<file path="src/rtl/rv_pkg.sv">
// Shared encodings and types for the rv_multicycle_core integer datapath.
package rv_pkg;

  localparam logic [6:0] OPC_OP     = 7'b0110011;
  localparam logic [6:0] OPC_OP_IMM = 7'b0010011;

  localparam logic [2:0] F3_ADD  = 3'b000;
  localparam logic [2:0] F3_SLL  = 3'b001;
  localparam logic [2:0] F3_SLT  = 3'b010;
  localparam logic [2:0] F3_SLTU = 3'b011;
  localparam logic [2:0] F3_XOR  = 3'b100;
  localparam logic [2:0] F3_SR   = 3'b101;
  localparam logic [2:0] F3_OR   = 3'b110;
  localparam logic [2:0] F3_AND  = 3'b111;

  localparam logic [6:0] F7_BASE   = 7'b0000000;
  localparam logic [6:0] F7_ALT    = 7'b0100000;
  localparam logic [6:0] F7_MULDIV = 7'b0000001;

  typedef enum logic [3:0] {
    ALU_ADD, ALU_SUB, ALU_SLL, ALU_SLT, ALU_SLTU,
    ALU_XOR, ALU_SRL, ALU_SRA, ALU_OR, ALU_AND, ALU_MUL
  } alu_op_t;

  typedef enum logic [2:0] {
    S_FETCH, S_DECODE, S_EXECUTE, S_WRITEBACK, S_HALT
  } state_t;

  // funct3 alone selects the operation for funct7=0 R-type and for OP-IMM.
  function automatic alu_op_t base_op(input logic [2:0] funct3);
    case (funct3)
      F3_ADD:  return ALU_ADD;
      F3_SLL:  return ALU_SLL;
      F3_SLT:  return ALU_SLT;
      F3_SLTU: return ALU_SLTU;
      F3_XOR:  return ALU_XOR;
      F3_SR:   return ALU_SRL;
      F3_OR:   return ALU_OR;
      F3_AND:  return ALU_AND;
      default: return ALU_ADD;
    endcase
  endfunction

endpackage

</file>
<file path="src/rtl/rv_alu.sv">
// Combinational integer ALU; shifts use the low log2(XLEN) bits of b.
// MUL is only built when RV_MUL_EN is defined.
module rv_alu
  import rv_pkg::*;
#(
  parameter int XLEN = 32
) (
  input  logic [XLEN-1:0] a,
  input  logic [XLEN-1:0] b,
  input  alu_op_t         op,
  output logic [XLEN-1:0] result
);

  localparam int SHW = $clog2(XLEN);

  logic [SHW-1:0] shamt;
  assign shamt = b[SHW-1:0];

  // NOTE: every always_comb output gets a default first so no path leaves it unassigned (no latch).
  always_comb begin
    result = '0;
    case (op)
      ALU_ADD:  result = a + b;
      ALU_SUB:  result = a - b;
      ALU_SLL:  result = a << shamt;
      ALU_SLT:  result = XLEN'($signed(a) < $signed(b));
      ALU_SLTU: result = XLEN'(a < b);
      ALU_XOR:  result = a ^ b;
      ALU_SRL:  result = a >> shamt;
      ALU_SRA:  result = $unsigned($signed(a) >>> shamt);
      ALU_OR:   result = a | b;
      ALU_AND:  result = a & b;
`ifdef RV_MUL_EN
      ALU_MUL:  result = a * b;
`endif
      default:  result = '0;
    endcase
  end

endmodule

</file>
<file path="src/rtl/rv_multicycle_core.sv">
// Multi-cycle RV32I/RV64I core for R-type and OP-IMM instructions over a req/valid fetch port.
// Define RV_MUL_EN to add R-type MUL with a two-cycle EXECUTE.
module rv_multicycle_core
  import rv_pkg::*;
#(
  parameter int              XLEN     = 32,
  parameter int              NREGS    = 32,
  parameter logic [XLEN-1:0] RESET_PC = '0
) (
  input  logic            clk,
  input  logic            reset,
  output logic            imem_req,
  output logic [XLEN-1:0] imem_addr,
  input  logic [31:0]     imem_rdata,
  input  logic            imem_valid,
  output logic [XLEN-1:0] Out,
  output logic            retire,
  output logic            illegal
);

  localparam int          IDXW          = $clog2(NREGS);
  localparam int          SHW           = $clog2(XLEN);
  localparam logic [11:0] SHAMT_HI_MASK = 12'hFFF << SHW;

  state_t          state, next_state;
  logic [XLEN-1:0] pc;
  logic [31:0]     ir;
  logic [XLEN-1:0] a_q, b_q, result_q;
  alu_op_t         op_q;
  logic [XLEN-1:0] regs [NREGS];

  logic [6:0]      opcode, funct7;
  logic [2:0]      funct3;
  logic [4:0]      rd, rs1, rs2;
  logic [11:0]     imm12;
  logic [XLEN-1:0] imm_sext, rs1_val, rs2_val, alu_result;
  alu_op_t         dec_op;
  logic            dec_use_imm, dec_illegal;

`ifdef RV_MUL_EN
  logic            mul_done;
`endif

  assign opcode   = ir[6:0];
  assign rd       = ir[11:7];
  assign funct3   = ir[14:12];
  assign rs1      = ir[19:15];
  assign rs2      = ir[24:20];
  assign funct7   = ir[31:25];
  assign imm12    = ir[31:20];
  assign imm_sext = {{(XLEN-12){imm12[11]}}, imm12};

  assign rs1_val = (rs1 == 5'd0) ? '0 : regs[rs1[IDXW-1:0]];
  assign rs2_val = (rs2 == 5'd0) ? '0 : regs[rs2[IDXW-1:0]];

  assign imem_req  = (state == S_FETCH) && !reset;
  assign imem_addr = pc;

  always_comb begin
    dec_op      = ALU_ADD;
    dec_use_imm = 1'b0;
    dec_illegal = 1'b0;
    case (opcode)
      OPC_OP: begin
        case (funct7)
          F7_BASE: dec_op = base_op(funct3);
          F7_ALT: begin
            if (funct3 == F3_ADD)     dec_op = ALU_SUB;
            else if (funct3 == F3_SR) dec_op = ALU_SRA;
            else                      dec_illegal = 1'b1;
          end
          F7_MULDIV: begin
`ifdef RV_MUL_EN
            if (funct3 == F3_ADD) dec_op = ALU_MUL;
            else                  dec_illegal = 1'b1;
`else
            dec_illegal = 1'b1;
`endif
          end
          default: dec_illegal = 1'b1;
        endcase
        if ({1'b0, rs2} >= 6'(NREGS)) dec_illegal = 1'b1;
      end
      OPC_OP_IMM: begin
        dec_use_imm = 1'b1;
        dec_op      = base_op(funct3);
        // Immediate shifts: only bit 30 (SRAI) may be set above the shift amount.
        if (funct3 == F3_SLL && (imm12 & SHAMT_HI_MASK) != 12'h000) dec_illegal = 1'b1;
        if (funct3 == F3_SR) begin
          if ((imm12 & SHAMT_HI_MASK) == 12'h400)      dec_op = ALU_SRA;
          else if ((imm12 & SHAMT_HI_MASK) != 12'h000) dec_illegal = 1'b1;
        end
      end
      default: dec_illegal = 1'b1;
    endcase
    if ({1'b0, rd} >= 6'(NREGS) || {1'b0, rs1} >= 6'(NREGS)) dec_illegal = 1'b1;
  end

  rv_alu #(.XLEN(XLEN)) u_alu (
    .a      (a_q),
    .b      (b_q),
    .op     (op_q),
    .result (alu_result)
  );

  // NOTE: clocked state uses non-blocking assignments so every register samples pre-edge values.
  always_ff @(posedge clk) begin
    if (reset) state <= S_FETCH;
    else       state <= next_state;
  end

  always_comb begin
    next_state = state;
    case (state)
      S_FETCH:     if (imem_valid) next_state = S_DECODE;
      S_DECODE:    next_state = dec_illegal ? S_HALT : S_EXECUTE;
      S_EXECUTE: begin
`ifdef RV_MUL_EN
        // MUL holds EXECUTE a second cycle so the product path gets two clocks.
        if (op_q == ALU_MUL && !mul_done) next_state = S_EXECUTE;
        else                              next_state = S_WRITEBACK;
`else
        next_state = S_WRITEBACK;
`endif
      end
      S_WRITEBACK: next_state = S_FETCH;
      S_HALT:      next_state = S_HALT;
      default:     next_state = S_FETCH;
    endcase
  end

  always_ff @(posedge clk) begin
    if (reset) begin
      pc       <= RESET_PC;
      ir       <= '0;
      a_q      <= '0;
      b_q      <= '0;
      op_q     <= ALU_ADD;
      result_q <= '0;
      Out      <= '0;
      retire   <= 1'b0;
      illegal  <= 1'b0;
`ifdef RV_MUL_EN
      mul_done <= 1'b0;
`endif
      // NOTE: the register file is architecturally zeroed on reset, so it is built from flops, not RAM.
      for (int i = 0; i < NREGS; i++) regs[i] <= '0;
    end else begin
      retire <= 1'b0;
`ifdef RV_MUL_EN
      mul_done <= (state == S_EXECUTE) && (op_q == ALU_MUL) && !mul_done;
`endif
      case (state)
        S_FETCH: if (imem_valid) ir <= imem_rdata;
        S_DECODE: begin
          a_q  <= rs1_val;
          b_q  <= dec_use_imm ? imm_sext : rs2_val;
          op_q <= dec_op;
          if (dec_illegal) illegal <= 1'b1;
        end
        S_EXECUTE: result_q <= alu_result;
        S_WRITEBACK: begin
          if (rd != 5'd0) begin
            regs[rd[IDXW-1:0]] <= result_q;
            Out                <= result_q;
          end
          pc     <= pc + XLEN'(4);
          retire <= 1'b1;
        end
        default: ;
      endcase
    end
  end

endmodule

</file>
<file path="config.mk">
export PLATFORM = sky130hd
export DESIGN_NAME = rv_multicycle_core
export DESIGN_NICKNAME = d
export VERILOG_FILES = /design/src/rtl/rv_pkg.sv /design/src/rtl/rv_alu.sv /design/src/rtl/rv_multicycle_core.sv
export SDC_FILE = /design/constraint.sdc
export NUM_CORES = 2
export LEC_CHECK = 0
export ABC_AREA = 1
export CORE_MARGIN = 1.5
export CORE_UTILIZATION = 59
export CTS_BUF_LIST = sky130_fd_sc_hd__clkbuf_8
export DETAILED_ROUTE_END_ITERATION = 6
export PLACE_DENSITY = 0.78
export SLEW_MARGIN = 20
export SYNTH_ARGS = -nofsm -noshare
export SYNTH_HDL_FRONTEND = slang
export SYNTH_SLANG_ARGS = --single-unit
</file>
<file path="constraint.sdc">
create_clock -name clk -period 3 [get_ports clk]
set_input_delay 0.9 -clock clk [delete_from_list [all_inputs] [get_ports clk]]
set_output_delay 0.9 -clock clk [all_outputs]
set_load 0.005 [all_outputs]
</file>
==> flow_summary_export.csv <==
group,metric,value,unit
drt,vias,70300,
hold_path,hold_depth,2,
worst_setup_path,worstPathRequired,3.85,ns
power,p_sw_frac,0.360,
cts,cts_tree,"done",
global_route,grt_usage,0.437,
floorplan,coreArea,122000,µm²
yosys,ys_ff_latch,1237,
drt,post_drt_wl_per_cell,26.4,µm
drt,first_pass_iters,7,
global_route,first_global_vias,65700,
timing,fin_crit,3.07,ns
power,finalPower,48500,µW
cts,cts_buffers,205,
hold_path,hold_path_class,"in -> reg",
power,p_per_area,590,nW/µm²
timing,slew_viol_final,0,
timing,finClkSkew,0.0611,ns
yosys,synth_area_leaders,"edfxtp_1, nor2_1, o211ai_1",
worst_setup_path,crit_cells,10,
cts,clk_pin_slew,0.06,ns
yosys,ys.warnings.count,0,
placement,dp_hpwl,196000,µm
drt,viasPerCell,6.58,
timing,fin_ws,-0.0664,ns
cts,ctsHoldBuffers,0,
worst_setup_path,slowest_delay,0.41,ns
worst_setup_path,cp_num_buf_inv,4,
power,switchingPower,17500,µW
cts,htreeDepth,4,
global_route,grt_pass1_wl,412000,µm
global_route,grt_max_degree,109,
cells_and_area,drive_above_1_share,0.0990,
global_route,grt_antenna_before_repair,9,
status,outcome,"finished, violations left",
worst_setup_path,cpMaxStageDelayCell,"dfxtp_4",
floorplan,dieArea,126000,µm²
yosys,avgSynthCellArea,8.33,µm²
timing,worst_slew_pin_slew,1.24,ns
placement,gp_congestion,1.06,
worst_setup_path,crit_path_start_kind,"register",
yosys,synth_common_cells,"nor2_1, nand2_1, edfxtp_1",
power,vdd_drop_max,0.600,mV
yosys,synth_ff_type,"edfxtp_1",
yosys,synth_seq_area_share,0.481,
power,power_frac_comb,0.284,
yosys,yosysTopAreaCell,"edfxtp_1",
floorplan,die_w,354,µm
floorplan,start_util,0.596,
yosys,ys_types,52,
worst_setup_path,crit_type,"reg -> reg",
placement,port-buffer-count,99,
status,violations,"design-rule violations, negative setup slack",
floorplan,rows,128,
cells_and_area,instances_no_fill,10700,
yosys,yosysMostFrequentCell,"nor2_1",
cts,cts_sinks,1237,
worst_setup_path,worstPathMaxFanout,39,
cells_and_area,finalNetCount,9015,
global_route,overflow,0,
yosys,ys_async_sr_fraction,0,
cts,cts_buffer_depth,3,
worst_setup_path,worst_path_most_repeated_cell,"nand3_1",
yosys,synth_edf_count,1024,
worst_setup_path,critical-path-top-delay-family,"buffers and inverters",
worst_setup_path,cp_cell_sequence,"inv_8 -> buf_12 -> buf_4 -> nor2_1 -> o311ai_0 -> buf_4 -> nand3_1 -> nand3_1 -> nand3_1 -> a21oi_1",
power,p_clk_frac,0.308,
worst_setup_path,critical_path.endpoint_type,"register",
power,internal-power,31000,µW
worst_setup_path,cp_data_arrival_time,3.91,ns
drt,detail-route-antenna-nets,0,
timing,min_period_over_period,1.02,
floorplan,io_pins,102,
timing,slew_headroom,0.174,
cts,clock_latency,1.01,ns
drt,drcViolationCount,4,
drt,wirelength,282000,µm
floorplan,dieHeight,354,µm
yosys,yosysTopAreaCellShare,0.422,
timing,rsz0062_at_grt,"no",
yosys,synthCells,8747,
drt,drt_iter0_drc,12100,
flow_run,cap_violations,0,
timing,clock.fmax,0.326,GHz
cells_and_area,syn2layout_area_growth,12.8,%
worst_setup_path,reg2reg_depth,10,
timing,finalHoldViolCount,0,
power,leakage,0.0301,µW
yosys,synth_area,72800,µm²
placement,placed_cells,10300,
cts,cts-root-buf,"clkbuf_8",
timing,setup_viol,2,
power,pwr-share-seq,0.408,
## routing by layer
layer,vias to the layer above,global-route usage,part of all wire
met4,4,0.244,0.067
met1,32900,0.555,0.35
met3,1100,0.134,0.15
met2,5570,0.667,0.44
met5,-,0,0.00017
li1,30700,-,-
## per-stage QoR
step | hold slack [ns] | worst slack (ns) | TNS, ns | util | area (µm²)
2_1_floorplan | 0.423 | 0.0382 | 0 | - | 73000
3_3_place_gp | 0.434 | 0.120 | 0 | 0.639 | 78100
3_5_place_dp | 0.437 | 0.142 | 0 | 0.639 | 78100
4_1_cts | 0.145 | 0.00925 | 0 | 0.672 | 82200
5_1_grt | 0.176 | 0.00874 | 0 | 0.673 | 82200
6_report | 0.197 | -0.0664 | -0.0944 | 0.673 | 82200
## power groups by stage
stage	clock [µW]	sequential (µW)	combinational [µW]
3_3_place_gp	0	20000	13000
4_1_cts	14900	19700	13200
3_5_place_dp	0	20100	13100
6_report	14900	19800	13800
5_1_grt	15700	19800	14500
2_1_floorplan	0	19900	7750
## cells in the final DEF, fill, tap and decap left out, types with 34 or more instances in the layout
cell and instances:
a21oi_1 343, buf_12 119, buf_4 419, clkbuf_8 223, clkdlybuf4s50_1 96, clkinv_1 51
conb_1 34, dfxtp_1 199, edfxtp_1 1024, ha_1 104, inv_1 728, mux2i_1 248
nand2_1 1314, nand2_2 35, nand3_1 787, nand4_1 36, nor2_1 1698, nor3_1 79
o211ai_1 686, o21ai_0 352, o311ai_0 244
## cell type report
type / count / area, µm²
diodes: 6 / 15.0
clock buffers: 223 / 3070
repair buffers: 636 / 6510
fillers: 9915 / 40000
multi-input cells: 6113 / 32000
clock inverters: 161 / 955
flip-flops and latches: 1237 / 35100
well taps: 1625 / 2030
inverters: 681 / 2570
## registers in the layout, summed over array words and instances, names as in the netlist, 4 cells and up, named ones only
register / count
Out: 32
ir: 32
a_q: 32
b_q: 32
regs: 1024
result_q: 32
imem_addr: 30
op_q: 4
## cell families after synthesis
logic type | share of synthesized area
AO/OA/AOI/OAI | 0.155
XOR/XNOR | 0.00228
adder cells (fa/ha/maj) | 0.0184
buffers and inverters | 0.0837
flip-flops | 0.481
multiplexers | 0.0341
other | 0.0000515
AND/OR/NAND/NOR | 0.225
## final timing paths
path | start | endpoint | slack, ns
max | register | a_q[11] | -0.07
min | reset | retire | 0.20
min reg2reg | ir[1] | ir[1] | 0.45
max reg2reg | register | a_q[11] | -0.07
## repair_timing
item / 4_1_cts / 5_1_grt
pin swaps: 1 / 0
endpoints found under the setup margin: 1 / 4
resized for setup: 7 / 5
buffers inserted: 2 / 0
gates cloned: 0 / 0
No activity file was read; power rests on OpenSTA's default activity.
